$ cat src/rtl/priority_encoder_seq_pkg.sv
// Shared types and helpers for the sequential priority encoder: FSM state,
// mode encodings and the index-width rule used by every module in the slice.
package enc_pkg;

  typedef enum logic {
    IDLE = 1'b0,
    EMIT = 1'b1
  } enc_state_t;

  localparam logic MODE_DRAIN  = 1'b0;
  localparam logic MODE_SINGLE = 1'b1;

  // Index width for a vector of the given width; never narrower than one bit.
  function automatic int idx_width(input int width);
    return (width <= 2) ? 1 : $clog2(width);
  endfunction

endpackage

$ cat src/rtl/priority_encoder_seq_prio_find.sv
// Combinational priority finder: returns the index and one-hot mask of the
// priority bit of vec, plus whether any bit was set at all.
module prio_find
  import enc_pkg::*;
#(
  parameter int WIDTH     = 16,
  parameter bit MSB_FIRST = 1'b0,
  localparam int IDX_W    = idx_width(WIDTH)
) (
  input  logic [WIDTH-1:0] vec,
  output logic [IDX_W-1:0] idx,
  output logic             found,
  output logic [WIDTH-1:0] onehot
);

  // Scan so that the winning bit is the last one assigned.
  always_comb begin
    idx    = '0;
    found  = 1'b0;
    onehot = '0;
    if (MSB_FIRST) begin
      for (int i = 0; i < WIDTH; i++) begin
        if (vec[i]) begin
          idx       = IDX_W'(i);
          found     = 1'b1;
          onehot    = '0;
          onehot[i] = 1'b1;
        end
      end
    end else begin
      for (int i = WIDTH - 1; i >= 0; i--) begin
        if (vec[i]) begin
          idx       = IDX_W'(i);
          found     = 1'b1;
          onehot    = '0;
          onehot[i] = 1'b1;
        end
      end
    end
  end

endmodule

$ cat src/rtl/priority_encoder_seq.sv
// Registered priority encoder: captures a request vector, then emits either its
// priority index (single mode) or every set index in priority order (drain mode).
module priority_encoder_seq
  import enc_pkg::*;
#(
  parameter int WIDTH     = 16,
  parameter bit MSB_FIRST = 1'b0,
  localparam int IDX_W    = idx_width(WIDTH)
) (
  input  logic             clk,
  input  logic             rst_n,
  input  logic             enable,
  input  logic             inValid,
  output logic             inReady,
  input  logic [WIDTH-1:0] inVector,
  input  logic             inMode,
  output logic             outValid,
  input  logic             outReady,
  output logic [IDX_W-1:0] outIndex,
  output logic             outLast,
  output logic             outNone,
  output enc_state_t       dbg_state
);

  // Handshakes: a transfer happens on a rising edge where valid && ready; valid
  // never waits on ready, and an offered beat holds stable until it transfers.

  enc_state_t       state, state_n;
  logic [WIDTH-1:0] rem, rem_n;
  logic             mode_q, mode_n;
  logic [IDX_W-1:0] idx;
  logic             found;
  logic [WIDTH-1:0] onehot;
  logic             accept, retire, single_left;

  prio_find #(.WIDTH(WIDTH), .MSB_FIRST(MSB_FIRST)) u_find (
    .vec   (rem),
    .idx   (idx),
    .found (found),
    .onehot(onehot)
  );

  // Beat outputs derive only from registered state, so they hold under backpressure.
  assign single_left = ((rem & (rem - WIDTH'(1))) == '0);
  assign outValid    = (state == EMIT);
  assign outIndex    = outValid ? idx : '0;
  assign outNone     = outValid && !found;
  assign outLast     = outValid && ((mode_q == MODE_SINGLE) || single_left);
  assign retire      = outValid && outReady;
  assign inReady     = enable && rst_n && ((state == IDLE) || (retire && outLast));
  assign accept      = inValid && inReady;
  assign dbg_state   = state;

  always_comb begin
    state_n = state;
    rem_n   = rem;
    mode_n  = mode_q;
    case (state)
      IDLE: begin
        if (accept) begin
          state_n = EMIT;
          rem_n   = inVector;
          mode_n  = inMode;
        end
      end
      EMIT: begin
        if (retire) begin
          if (!outLast) begin
            rem_n = rem & ~onehot;
          end else if (accept) begin
            rem_n  = inVector;
            mode_n = inMode;
          end else begin
            state_n = IDLE;
            rem_n   = '0;
          end
        end
      end
      default: state_n = IDLE;
    endcase
  end

  always_ff @(posedge clk) begin
    if (!rst_n) begin
      state  <= IDLE;
      rem    <= '0;
      mode_q <= MODE_DRAIN;
    end else begin
      state  <= state_n;
      rem    <= rem_n;
      mode_q <= mode_n;
    end
  end

endmodule
$ cat config.mk
export PLATFORM = sky130hd
export DESIGN_NAME = priority_encoder_seq
export DESIGN_NICKNAME = d
export VERILOG_FILES = /design/src/rtl/priority_encoder_seq_pkg.sv /design/src/rtl/priority_encoder_seq_prio_find.sv /design/src/rtl/priority_encoder_seq.sv
export SDC_FILE = /design/constraint.sdc
export NUM_CORES = 1
export LEC_CHECK = 0
export CORE_MARGIN = 4
export CORE_UTILIZATION = 45
export CTS_BUF_LIST = sky130_fd_sc_hd__clkbuf_16
export CTS_CLUSTER_DIAMETER = 100
export CTS_CLUSTER_SIZE = 8
export DETAILED_ROUTE_END_ITERATION = 6
export GPL_ROUTABILITY_DRIVEN = 0
export PLACE_DENSITY = 0.76
export SLEW_MARGIN = 10
export SYNTH_ARGS = -nofsm -noshare
export SYNTH_HDL_FRONTEND = slang
export SYNTH_HIERARCHICAL = 1
export SYNTH_SLANG_ARGS = --single-unit
export TNS_END_PERCENT = 50
$ cat constraint.sdc
create_clock -name clk -period 2.33 [get_ports clk]
set_input_delay 0.3495 -clock clk [delete_from_list [all_inputs] [get_ports clk]]
set_output_delay 0.3495 -clock clk [all_outputs]
set_load 0.02 [all_outputs]
==> results of run 1 <==
cell usage after synthesis (all sizes together), types with 3 or more instances:
cell | count | share of area [%]
nand2 | 9 | 2.5
inv | 4 | 1.1
a22o | 16 | 11
nor4 | 8 | 5.3
and3 | 5 | 2.7
dfxtp | 18 | 27
and2 | 7 | 3.4
o21ai | 3 | 1.1
a21oi | 5 | 1.9
or4 | 4 | 2.2
nor2b | 4 | 1.9
a31oi | 3 | 1.4
o41ai | 18 | 12
or3 | 4 | 2.0
clkbuf | 4 | 1.1
nor3 | 3 | 1.1
buf | 5 | 2.8
nor2 | 13 | 3.6
tightest hold or removal path, delay by kind of cell, from the launching register on:
| kind | cells | cell delay [ps] |
|---|---|---|
| DFF | 1 | 330 |
| and+or+nand+nor | 1 | 80 |
| AOI/OAI and AO/OA | 1 | 130 |
kinds of logic after synthesis:
logic type	after synthesis	synth area share [%]
adder cells (fa/ha/maj)	2	1.49
AO/OA/AOI/OAI	61	36.7
AND/OR/NAND/NOR	65	30.1
buffers and inverters	13	5.01
flip-flops	18	26.7
area by class of cell:
class                           count  area share (%)
Sequential cell                    18            17.7
Timing Repair Buffer               60            25.1
Tap cell                           31            1.86
Inverter                            4           0.721
Clock buffer                        3            3.61
Multi-Input combinational cell    128            51.0
report_power, final:
| group | leakage [nW] | switching (mW) | internal [mW] |
|---|---|---|---|
| Clock | 0.0370 | 0.122 | 0.226 |
| Sequential | 0.150 | 0.0213 | 0.328 |
| Combinational | 0.679 | 0.289 | 0.260 |
| Total | 0.865 | 0.432 | 0.815 |
state kept, by name (all words and copies together), names as in the netlist:
name,count
rem,16
mode_q,1
dbg_state,1
layer usage:
layer / wire length [µm] / part of all wire, % / vias up / global-route usage, %
li1: - / - / 764 / -
met1: 1940 / 39 / 798 / 32.4
met2: 2450 / 49 / 101 / 42.3
met3: 430 / 8.7 / 16 / 5.58
met4: 136 / 2.7 / 0 / 10.2
met5: 0 / 0 / - / 0
final timing paths:
path | startpoint | end | slack [ps] | cells past startpoint
setup reg to reg | rem[1]$_SDFFE_PN0P_ | rem[0]$_SDFFE_PN0P_ | -160 | 9
hold / removal | mode_q$_SDFFE_PN0P_ | mode_q$_SDFFE_PN0P_ | 580 | 2
hold reg to reg | mode_q$_SDFFE_PN0P_ | mode_q$_SDFFE_PN0P_ | 580 | 2
setup / recovery | rem[1]$_SDFFE_PN0P_ | inReady | -290 | 8
repair_timing:
| action | in CTS | in global routing |
|---|---|---|
| resized for setup | 30 | 12 |
| hold buffers | 0 | 0 |
| endpoints found under the setup margin | 23 | 22 |
| gates cloned | 0 | 0 |
| buffers inserted | 3 | 1 |
| pin swaps | 21 | 2 |
per-stage QoR:
step	power (mW)	TNS (ps)	hold slack, ps	setup WS [ps]
floorplan	0.642	-84.1	475	-84.1
global placement	0.812	-729	544	-401
detailed placement	0.824	-1910	563	-477
CTS	1.21	-862	575	-201
global route	1.30	-3600	629	-363
finish	1.25	-2480	575	-285
==> impl_summary.log, run 1 <==
[metrics] via/cell ratio: 6.88
[metrics] synth warn: 6
[metrics] clock latency of the later-clocked register in the worst-skew pair: 250 ps
[metrics] smallest setup slack after layout: -285 ps
[metrics] clock tree root driver cell: clkbuf_16
[metrics] summed area of non-filler cells in the final layout: 2080 µm²
[metrics] number of antenna cells inserted: 0
[metrics] clock tree from TritonCTS: built
[metrics] clock net sink count: 18
[metrics] flip-flop and latch area: 368 µm²
[metrics] violations in the final reports: design-rule violations, negative setup slack
[metrics] CP endpoint kind: output port
[metrics] netlist area before placement: 1350 µm²
[metrics] CP max FO: 6
[metrics] Post-DP Area: 1880 µm²
[metrics] period utilisation layout: 112%
[metrics] Chip Height: 62.7 µm
[metrics] worst slew slack as a fraction of its limit: 57.1%
[metrics] worst-margin pin slew: 643 ps
[metrics] total number of placement rows: 19
[metrics] count of flip-flops with a built-in enable after synthesis: 0
[metrics] minimum clock period after layout: 2620 ps
[metrics] antenna-violating nets left: 0
[metrics] RSZ-0062 raised after global routing: yes
[metrics] number of placed I/O pins: 31
[metrics] Synth async-reset ratio: 0%
[metrics] final routed DRC violation total: 8
[metrics] outcome: finished, violations left
[metrics] register clock-pin slew on the reported worst setup and hold paths: 60 ps
[metrics] number of instances in the synthesized netlist: 159
[metrics] largest net degree at the start of global routing: 19
[metrics] CP dominant cell by count: buf_4
[metrics] Layout area overhead: 54.5%
[metrics] Critical Path RT: 1980 ps
[metrics] kind of critical path: reg2out
[metrics] Multi-input gate area: 1060 µm²
[metrics] number of buffers added on ports: 30
[metrics] number of synthesized register bits: 18
[metrics] synthesized area per cell: 8.48 µm²
[metrics] Inserted Clock Buffers: 3
[metrics] Synthesized Nets: 181
[metrics] number of placed instances, taps included: 239
[metrics] die boundary width: 62.7 µm
[metrics] post-DP HPWL: 3.30 mm
[metrics] Crit path largest cell delay: 350 ps
[metrics] Util after Layout: 74.2%
[metrics] area enclosed by the die boundary: 3930 µm²
[metrics] net count of the finished layout: 237
[metrics] count of endpoints failing setup in the final report: 18
[metrics] number of detailed-route iterations in the first pass: 7
[metrics] number of global-route vias before repair: 1,712
[metrics] Core Box Area: 2810 µm²
[metrics] maximum VDD drop: 0.000362 V
[metrics] drt wl/cell: 20.3 µm
[metrics] power density cells: 599 nW/µm²
[metrics] global-route usage over all layers: 25.7%
[metrics] Overflow after GRT: 0
[metrics] Leak Pwr: 0.865 nW
[metrics] critical path cell sequence: buf_4, maj3_1, o21ai_0, a21oi_1, a31o_2, nor2_1, and3_1, buf_4
[metrics] max-cap violation count: 0
[metrics] post-synth cell types: 45
[metrics] most frequent standard cell in the layout excluding fill and tap cells: buf_4
[metrics] clock skew: 3.00 ps
[metrics] filler cell count in the final layout: 210
[metrics] Final Slew Violations: 0
[metrics] routed vias: 1,679
[metrics] starting utilization of the core area: 48.0%
[metrics] worst hold path class: reg2reg
[metrics] combined buffer and inverter count along the critical path: 2
[metrics] critical path startpoint category: flip-flop
[metrics] post-detailed-routing wire length: 4.95 mm
[metrics] CTS H-Tree Depth: 1
[metrics] master of the slowest instance on the critical path: maj3_1
[metrics] sequential cell area fraction in the yosys report: 26.7%
[metrics] share of post-route cells with drive strength above 1: 36.2%
[metrics] number of violations reported at the end of detailed-routing iteration 0: 148
[metrics] Clock Tree Buf Depth: 2
[metrics] data arrival time at the worst-slack endpoint: 2270 ps
[metrics] antenna violations before repair: 0
[metrics] maximum clock rate: 382 MHz
[metrics] Hold Fails Final Rpt: 0
[metrics] most instantiated flip-flop cell in the synthesis netlist: dfxtp_1
[metrics] post-route insts no fill: 244
[metrics] gate family responsible for the most delay along the worst path: compound AO/OA/AOI/OAI gates
[metrics] first-pass GRT wire length: 8.27 mm
[metrics] commonest cells after routing, fill and taps aside: buf_4, clkdlybuf4s50_1, o41ai_1, nor2_1, dfxtp_1
No activity file was read; power rests on OpenSTA's default activity.
==> run 2: changes to the inputs <==
- CORE_UTILIZATION: 45 -> 48
- DONT_BUFFER_PORTS: not set -> 1
- PLACE_DENSITY: 0.76 -> 0.65
- SYNTH_HIERARCHICAL: 1 -> not set
==> impl_summary.log, run 2 <==
[metrics] post-DP HPWL: 2.59 mm (-21%)
[metrics] DP Worst Slack: -394 ps (+83.3 ps)
[metrics] drt wl/cell: 18.5 µm (-8.8%)
[metrics] power density cells: 654 nW/µm² (+9.2%)
[metrics] worst-margin pin slew: 581 ps (-61.6 ps)
[metrics] share of Yosys cell area claimed by the top area cell type: 30.1% (+3.4 points)
[metrics] Util after Layout: 69.1% (-5.2 points)
[metrics] Chip Height: 57.9 µm (-7.6%)
[metrics] kind of critical path: reg2out
[metrics] maximum clock rate: 344 MHz (-10%)
[metrics] library cell occupying the most area in the post-synthesis netlist: dfxtp_1
[metrics] number of detailed-route iterations in the first pass: 4 (-3)
[metrics] clock skew: 3.43 ps (+0.426 ps)
[metrics] register clock-pin slew on the reported worst setup and hold paths: 60 ps (about the same)
[metrics] CP endpoint kind: output port
[metrics] die boundary width: 57.9 µm (-7.6%)
[metrics] Layout area overhead: 32.5%
[metrics] most instantiated flip-flop cell in the synthesis netlist: dfxtp_1
[metrics] Overflow after GRT: 0 (unchanged)
[metrics] max-cap violation count: 0 (unchanged)
[metrics] number of antenna cells inserted: 0 (unchanged)
[metrics] routed vias: 1,291 (-23%)
[metrics] via/cell ratio: 6.62 (-3.8%)
[metrics] most frequent standard cell in the layout excluding fill and tap cells: buf_4
[metrics] most frequent cell after synthesis: dfxtp_1
[metrics] violations in the final reports: negative setup slack
[metrics] final routed DRC violation total: 0 (-8)
[metrics] master of the slowest instance on the critical path: or4b_4
[metrics] minimum clock period after layout: 2910 ps (+294 ps)
[metrics] starting utilization of the core area: 52.1% (+4.1 points)
[metrics] RSZ-0062 raised after global routing: yes
[metrics] clock tree root driver cell: clkbuf_16
[metrics] critical path startpoint category: flip-flop
[metrics] critical path cell sequence: or4_4, or4b_4, maj3_2, o41ai_4, a21boi_2, nor2_4
[metrics] outcome: finished, violations left
[metrics] gate family responsible for the most delay along the worst path: simple AND/OR/NAND/NOR gates
[metrics] clock latency of the later-clocked register in the worst-skew pair: 250 ps (about the same)
[metrics] largest net degree at the start of global routing: 13 (-6)
[metrics] post-synth cell types: 44 (-2.2%)
[metrics] Clock Tree Buf Depth: 2 (unchanged)
[metrics] Critical Path RT: 1980 ps (about the same)
[metrics] worst hold path class: in2reg
[metrics] Area contributors post-synth: dfxtp_1, a22o_2, a21oi_1, o21ai_0, nor2_1
[metrics] number of synthesized register bits: 18 (unchanged)
[metrics] most flop-heavy register: rem
[metrics] synthesized area per cell: 8.43 µm² (-0.50%)
[metrics] Crit path largest cell delay: 560 ps (+210 ps)
[metrics] sequential cell area fraction in the yosys report: 30.1% (+3.4 points)
[metrics] number of placed instances, taps included: 187 (-22%)
[metrics] combined buffer and inverter count along the critical path: 0 (-2)
[metrics] clock net sink count: 18 (unchanged)
[metrics] number of violations reported at the end of detailed-routing iteration 0: 75 (-49%)
[metrics] number of global-route vias before repair: 1,328 (-22%)
[metrics] post-detailed-routing wire length: 3.61 mm (-27%)
[metrics] CP max FO: 2 (-4)
[metrics] area enclosed by the die boundary: 3360 µm² (-15%)
[metrics] total negative slack for setup checks: -8810 ps (-6330 ps)
[metrics] number of instances in the synthesized netlist: 142 (-11%)
[metrics] count of endpoints failing setup in the final report: 20 (+2)
[metrics] Core Box Area: 2300 µm² (-18%)
[metrics] clock tree from TritonCTS: built
[metrics] total power consumption of the routed design: 1.04 mW (-17%)
[metrics] count of flip-flops with a built-in enable after synthesis: 0 (unchanged)
[metrics] antenna-violating nets left: 0 (unchanged)
[metrics] Final Slew Violations: 0 (unchanged)
[metrics] global-route usage over all layers: 22.8% (-2.9 points)
[metrics] number of flip-flops under the largest register name: 16 (unchanged)
[metrics] Inserted Clock Buffers: 3 (unchanged)
[metrics] net count of the finished layout: 190 (-20%)
[metrics] smallest setup slack after layout: -579 ps (-294 ps)
[metrics] number of placed I/O pins: 31 (unchanged)
[metrics] netlist area before placement: 1200 µm² (-11%)
[metrics] CTS H-Tree Depth: 1 (unchanged)
[metrics] maximum VDD drop: 0.000614 V (+70%)
[metrics] Leak Pwr: 0.677 nW (-22%)
[metrics] antenna violations before repair: 0 (unchanged)
[metrics] top cells by count, synth: dfxtp_1, nor2_1, a21oi_1, o21ai_0
[metrics] synth warn: 0 (-6)
[metrics] first-pass GRT wire length: 5.92 mm (-28%)
[metrics] Hold Fails Final Rpt: 0 (unchanged)
[metrics] number of hold buffers added after CTS: 0 (unchanged)
[metrics] worst slew slack as a fraction of its limit: 61.0% (+3.9 points)
[metrics] period utilisation layout: 125% (+13 points)
[metrics] Synth async-reset ratio: 0% (unchanged)
[metrics] post-route insts no fill: 195 (-20%)
[metrics] commonest cells after routing, fill and taps aside: buf_4, dfxtp_1, nor2_1, a21oi_1, o21ai_0
[metrics] share of post-route cells with drive strength above 1: 38.9% (+2.8 points)
[metrics] number of buffers added on ports: 0 (-100%)
[metrics] total number of placement rows: 17 (-2)
[metrics] filler cell count in the final layout: 191 (-9.0%)
[metrics] Synthesized Nets: 164 (-9.4%)
[metrics] data arrival time at the worst-slack endpoint: 2560 ps (+290 ps)
[run 2: repair_timing]
action,4_1_cts,5_1_grt
gates resized for setup,15,4
setup buffers,3,1
pin swaps,5,4
endpoints found under the setup margin,22,22
[run 2: metrics by stage]
stage	instance area [µm²]	hold slack, ps
floorplan	1220	466
global placement	1400	470
detailed placement	1400	473
CTS	1560	212
global route	1590	210
finish	1590	212
[run 2: area by class of cell]
cell class | count | area [µm²] | area share (%)
repair buffers | 31 | 249 | 15.7
inverters | 4 | 15.0 | 0.946
clock buffers | 3 | 75.1 | 4.73
flip-flops and latches | 18 | 363 | 22.9
multi-input cells | 110 | 846 | 53.3
clock inverters | 1 | 3.75 | 0.237
well taps | 28 | 35.0 | 2.21
[run 2: worst paths after layout]
check	start	end	slack, ps	depth (start not counted)
max reg2reg	rem[8]$_SDFFE_PN0P_	rem[5]$_SDFFE_PN0P_	-500	9
min	inVector[14]	rem[14]$_SDFFE_PN0P_	210	1
max	rem[8]$_SDFFE_PN0P_	inReady	-580	6
min reg2reg	rem[14]$_SDFFE_PN0P_	rem[14]$_SDFFE_PN0P_	520	2
[run 2: report_power, final]
part	internal [mW]	switching [mW]	total, mW
Combinational	0.166	0.176	0.343
Clock	0.229	0.126	0.354
Sequential	0.325	0.0150	0.340
Total	0.720	0.317	1.04
[run 2: cells by family (layout without fill, tap and decap cells)]
family	count (synthesis)	count (layout)	synth area share, %
adders and majority gates	2	2	1.78
and+or+nand+nor	48	48	22.7
DFF	18	18	30.1
buffers and inverters	14	39	6.58
AOI/OAI and AO/OA	60	60	38.9
[run 2: per-layer routing]
metal,part of all wire (%),vias up,wire length (µm),track usage (%)
li1,-,609,-,-
met1,39,607,1410,26.2
met2,50,65,1790,38.4
met3,8.8,10,318,7.35
met4,2.5,0,91,10.3
met5,0,-,0,0
[run 2: worst reg2reg max path: stages (launching register included)]
cell and delay (ps):
dfxtp_2 320, or4_4 540, or4b_4 560, maj3_2 340, buf_4 140, buf_4 120, nor4_2 200, buf_4 180
o31ai_1 90, a22o_2 240
==> run 3: changes to the inputs <==
- ABC_AREA: not set -> 1
- CORE_UTILIZATION: 48 -> 40
- PLACE_DENSITY: 0.65 -> not set
==> impl_summary.log, run 3 <==
[metrics] number of instances in the synthesized netlist: 305 (+110%)
[metrics] Synth async-reset ratio: 0% (unchanged)
[metrics] Final Slew Violations: 0 (unchanged)
[metrics] number of buffers added on ports: 0 (unchanged)
[metrics] post-DP HPWL: 3.15 mm (+22%)
[metrics] most flop-heavy register: rem
[metrics] top cells by count, synth: inv_1, nand2_1, nor2_1
[metrics] antenna-violating nets left: 0 (unchanged)
[metrics] synth warn: 0 (unchanged)
[metrics] Post-DP Area: 1760 µm² (+25%)
[metrics] Area contributors post-synth: dfxtp_1, inv_1, nand2_1, nor2_1, nand3_1
[metrics] library cell occupying the most area in the post-synthesis netlist: dfxtp_1
[metrics] outcome: finished clean
[metrics] number of placed I/O pins: 31 (unchanged)
[metrics] Chip Height: 73.0 µm (+26%)
[metrics] share of post-route cells with drive strength above 1: 18.3% (-21 points)
[metrics] number of global-route vias before repair: 1,470 (+11%)
[metrics] die boundary width: 73.0 µm (+26%)
[metrics] minimum hold slack: 221 ps (+8.80 ps)
[metrics] kind of critical path: reg2out
[metrics] Core Box Area: 4030 µm² (+75%)
[metrics] total number of placement rows: 23 (+6)
[metrics] Overflow after GRT: 0 (unchanged)
[metrics] area enclosed by the die boundary: 5330 µm² (+59%)
[metrics] minimum clock period after layout: 2220 ps (-685 ps)
[metrics] register clock-pin slew on the reported worst setup and hold paths: 60 ps (about the same)
[metrics] starting utilization of the core area: 41.9% (-10 points)
[metrics] number of hold buffers added after CTS: 0 (unchanged)
[metrics] final routed DRC violation total: 0 (unchanged)
[metrics] synthesized area per cell: 5.54 µm² (-34%)
[metrics] Synthesized Nets: 327 (+99%)
[metrics] first-pass GRT wire length: 7.04 mm (+19%)
[metrics] clock tree root driver cell: clkbuf_16
[metrics] Critical Path RT: 1980 ps (about the same)
[metrics] most frequent standard cell in the layout excluding fill and tap cells: inv_1
[metrics] total negative slack for setup checks: 0 ps (+8810 ps)
[metrics] period utilisation layout: 95.5% (-29 points)
[metrics] critical path startpoint category: flip-flop
[metrics] power density cells: 663 nW/µm² (+1.4%)
[metrics] largest net degree at the start of global routing: 33 (+20)
[metrics] worst hold path class: in2reg
[metrics] clock skew: 2.55 ps (-0.877 ps)
[metrics] Layout area overhead: 15.9%
[metrics] clock latency of the later-clocked register in the worst-skew pair: 250 ps (about the same)
[metrics] worst slew slack as a fraction of its limit: 69.7% (+8.7 points)
[metrics] number of antenna cells inserted: 0 (unchanged)
[metrics] worst-margin pin slew: 453 ps (-128 ps)
[metrics] routed vias: 1,742 (+35%)
[metrics] count of flip-flops with a built-in enable after synthesis: 0 (unchanged)
[metrics] data arrival time at the worst-slack endpoint: 1870 ps (-690 ps)
[metrics] antenna violations before repair: 0 (unchanged)
[metrics] Hold Fails Final Rpt: 0 (unchanged)
[metrics] commonest cells after routing, fill and taps aside: inv_1, nand2_1, nor2_1, nand3_1, o21ai_0
[metrics] most frequent cell after synthesis: inv_1
[metrics] Leak Pwr: 1.13 nW (+67%)
[metrics] number of violations reported at the end of detailed-routing iteration 0: 73 (-2.7%)
[metrics] number of flip-flops under the largest register name: 16 (unchanged)
[metrics] CTS H-Tree Depth: 1 (unchanged)
[metrics] post-synth cell types: 31 (-30%)
[metrics] Clock Tree Buf Depth: 2 (unchanged)
[metrics] number of synthesized register bits: 18 (unchanged)
[metrics] summed area of non-filler cells in the final layout: 1960 µm² (+23%)
[metrics] count of endpoints failing setup in the final report: 0 (-100%)
[metrics] maximum VDD drop: 0.000466 V (-24%)
[metrics] Inserted Clock Buffers: 3 (unchanged)
[metrics] netlist area before placement: 1690 µm² (+41%)
[metrics] via/cell ratio: 4.83 (-27%)
[metrics] most instantiated flip-flop cell in the synthesis netlist: dfxtp_1
[metrics] Util after Layout: 48.6% (-20 points)
[metrics] CP endpoint kind: output port
[metrics] net count of the finished layout: 334 (+76%)
[metrics] clock net sink count: 18 (unchanged)
[metrics] max-cap violation count: 0 (unchanged)
[metrics] number of detailed-route iterations in the first pass: 5 (+1)
[metrics] sequential cell area fraction in the yosys report: 21.3% (-8.8 points)
[metrics] maximum clock rate: 450 MHz (+31%)
[metrics] drt wl/cell: 12.1 µm (-35%)
[metrics] CP max FO: 6 (+4)
[metrics] global-route usage over all layers: 17.2% (-5.7 points)
[metrics] share of Yosys cell area claimed by the top area cell type: 21.3% (-8.8 points)
[metrics] post-detailed-routing wire length: 4.37 mm (+21%)
[metrics] total power consumption of the routed design: 1.30 mW (+25%)
[metrics] clock tree from TritonCTS: built
[run 3: power by group]
group          leakage [nW]  internal [mW]  switching [mW]  total [mW]
Combinational         0.942          0.203           0.340       0.543
Clock                0.0385          0.229           0.131       0.359
Sequential            0.151          0.341          0.0548       0.396
Total                  1.13          0.773           0.526        1.30
[run 3: path summary, 6_finish.rpt]
path	from	depth (start not counted)	slack, ps	end
worst max register to register	rem[1]$_SDFFE_PN0P_	14	200	rem[6]$_SDFFE_PN0P_
worst min register to register	mode_q$_SDFFE_PN0P_	2	510	mode_q$_SDFFE_PN0P_
worst min-delay path	rst_n	2	220	rem[0]$_SDFFE_PN0P_
worst max-delay path	rem[1]$_SDFFE_PN0P_	9	110	inReady
[run 3: layout make-up]
class                           count  area [µm²]
Sequential cell                    18         373
Timing Repair Buffer               13        97.6
Tap cell                           50        62.6
Multi-Input combinational cell    198        1050
Clock inverter                      1        3.75
Inverter                           78         295
Fill cell                         439        2070
Clock buffer                        3        75.1
[run 3: what timing repair did]
item	4_1_cts	5_1_grt
setup buffers	0	4
gates cloned	0	0
endpoints found under the hold margin	0	0
resized for setup	1	27
setup endpoints to repair	1	13
pin swaps	0	7
[run 3: critical path, stage by stage, from the launching register on]
cell     delay, ps
dfxtp_4        370
nor2_4         170
nand2_4        120
o21ai_4        160
nand2_2         90
nor3_4         190
nand3_2        160
nand3_4        140
nand3_4        120
inv_4          110
[run 3: stage by stage]
step / instances / setup WS, ps
2_1_floorplan: 305 / 343
3_3_place_gp: 353 / 257
3_5_place_dp: 353 / 242
4_1_cts: 357 / 30.9
5_1_grt: 361 / -28.9
6_report: 361 / 106
[run 3: cells by family after synthesis]
family | synth area share, %
buf+inv | 21.0
compound gates | 15.7
simple gates | 42.0
flops | 21.3
[run 3: layer usage]
layer | wire, µm | up-vias | GRT usage (%)
li1 | - | 943 | -
met1 | 2090 | 780 | 22.1
met2 | 2140 | 15 | 28.4
met3 | 110 | 4 | 4.13
met4 | 35 | 0 | 4.71
met5 | 0 | - | 0
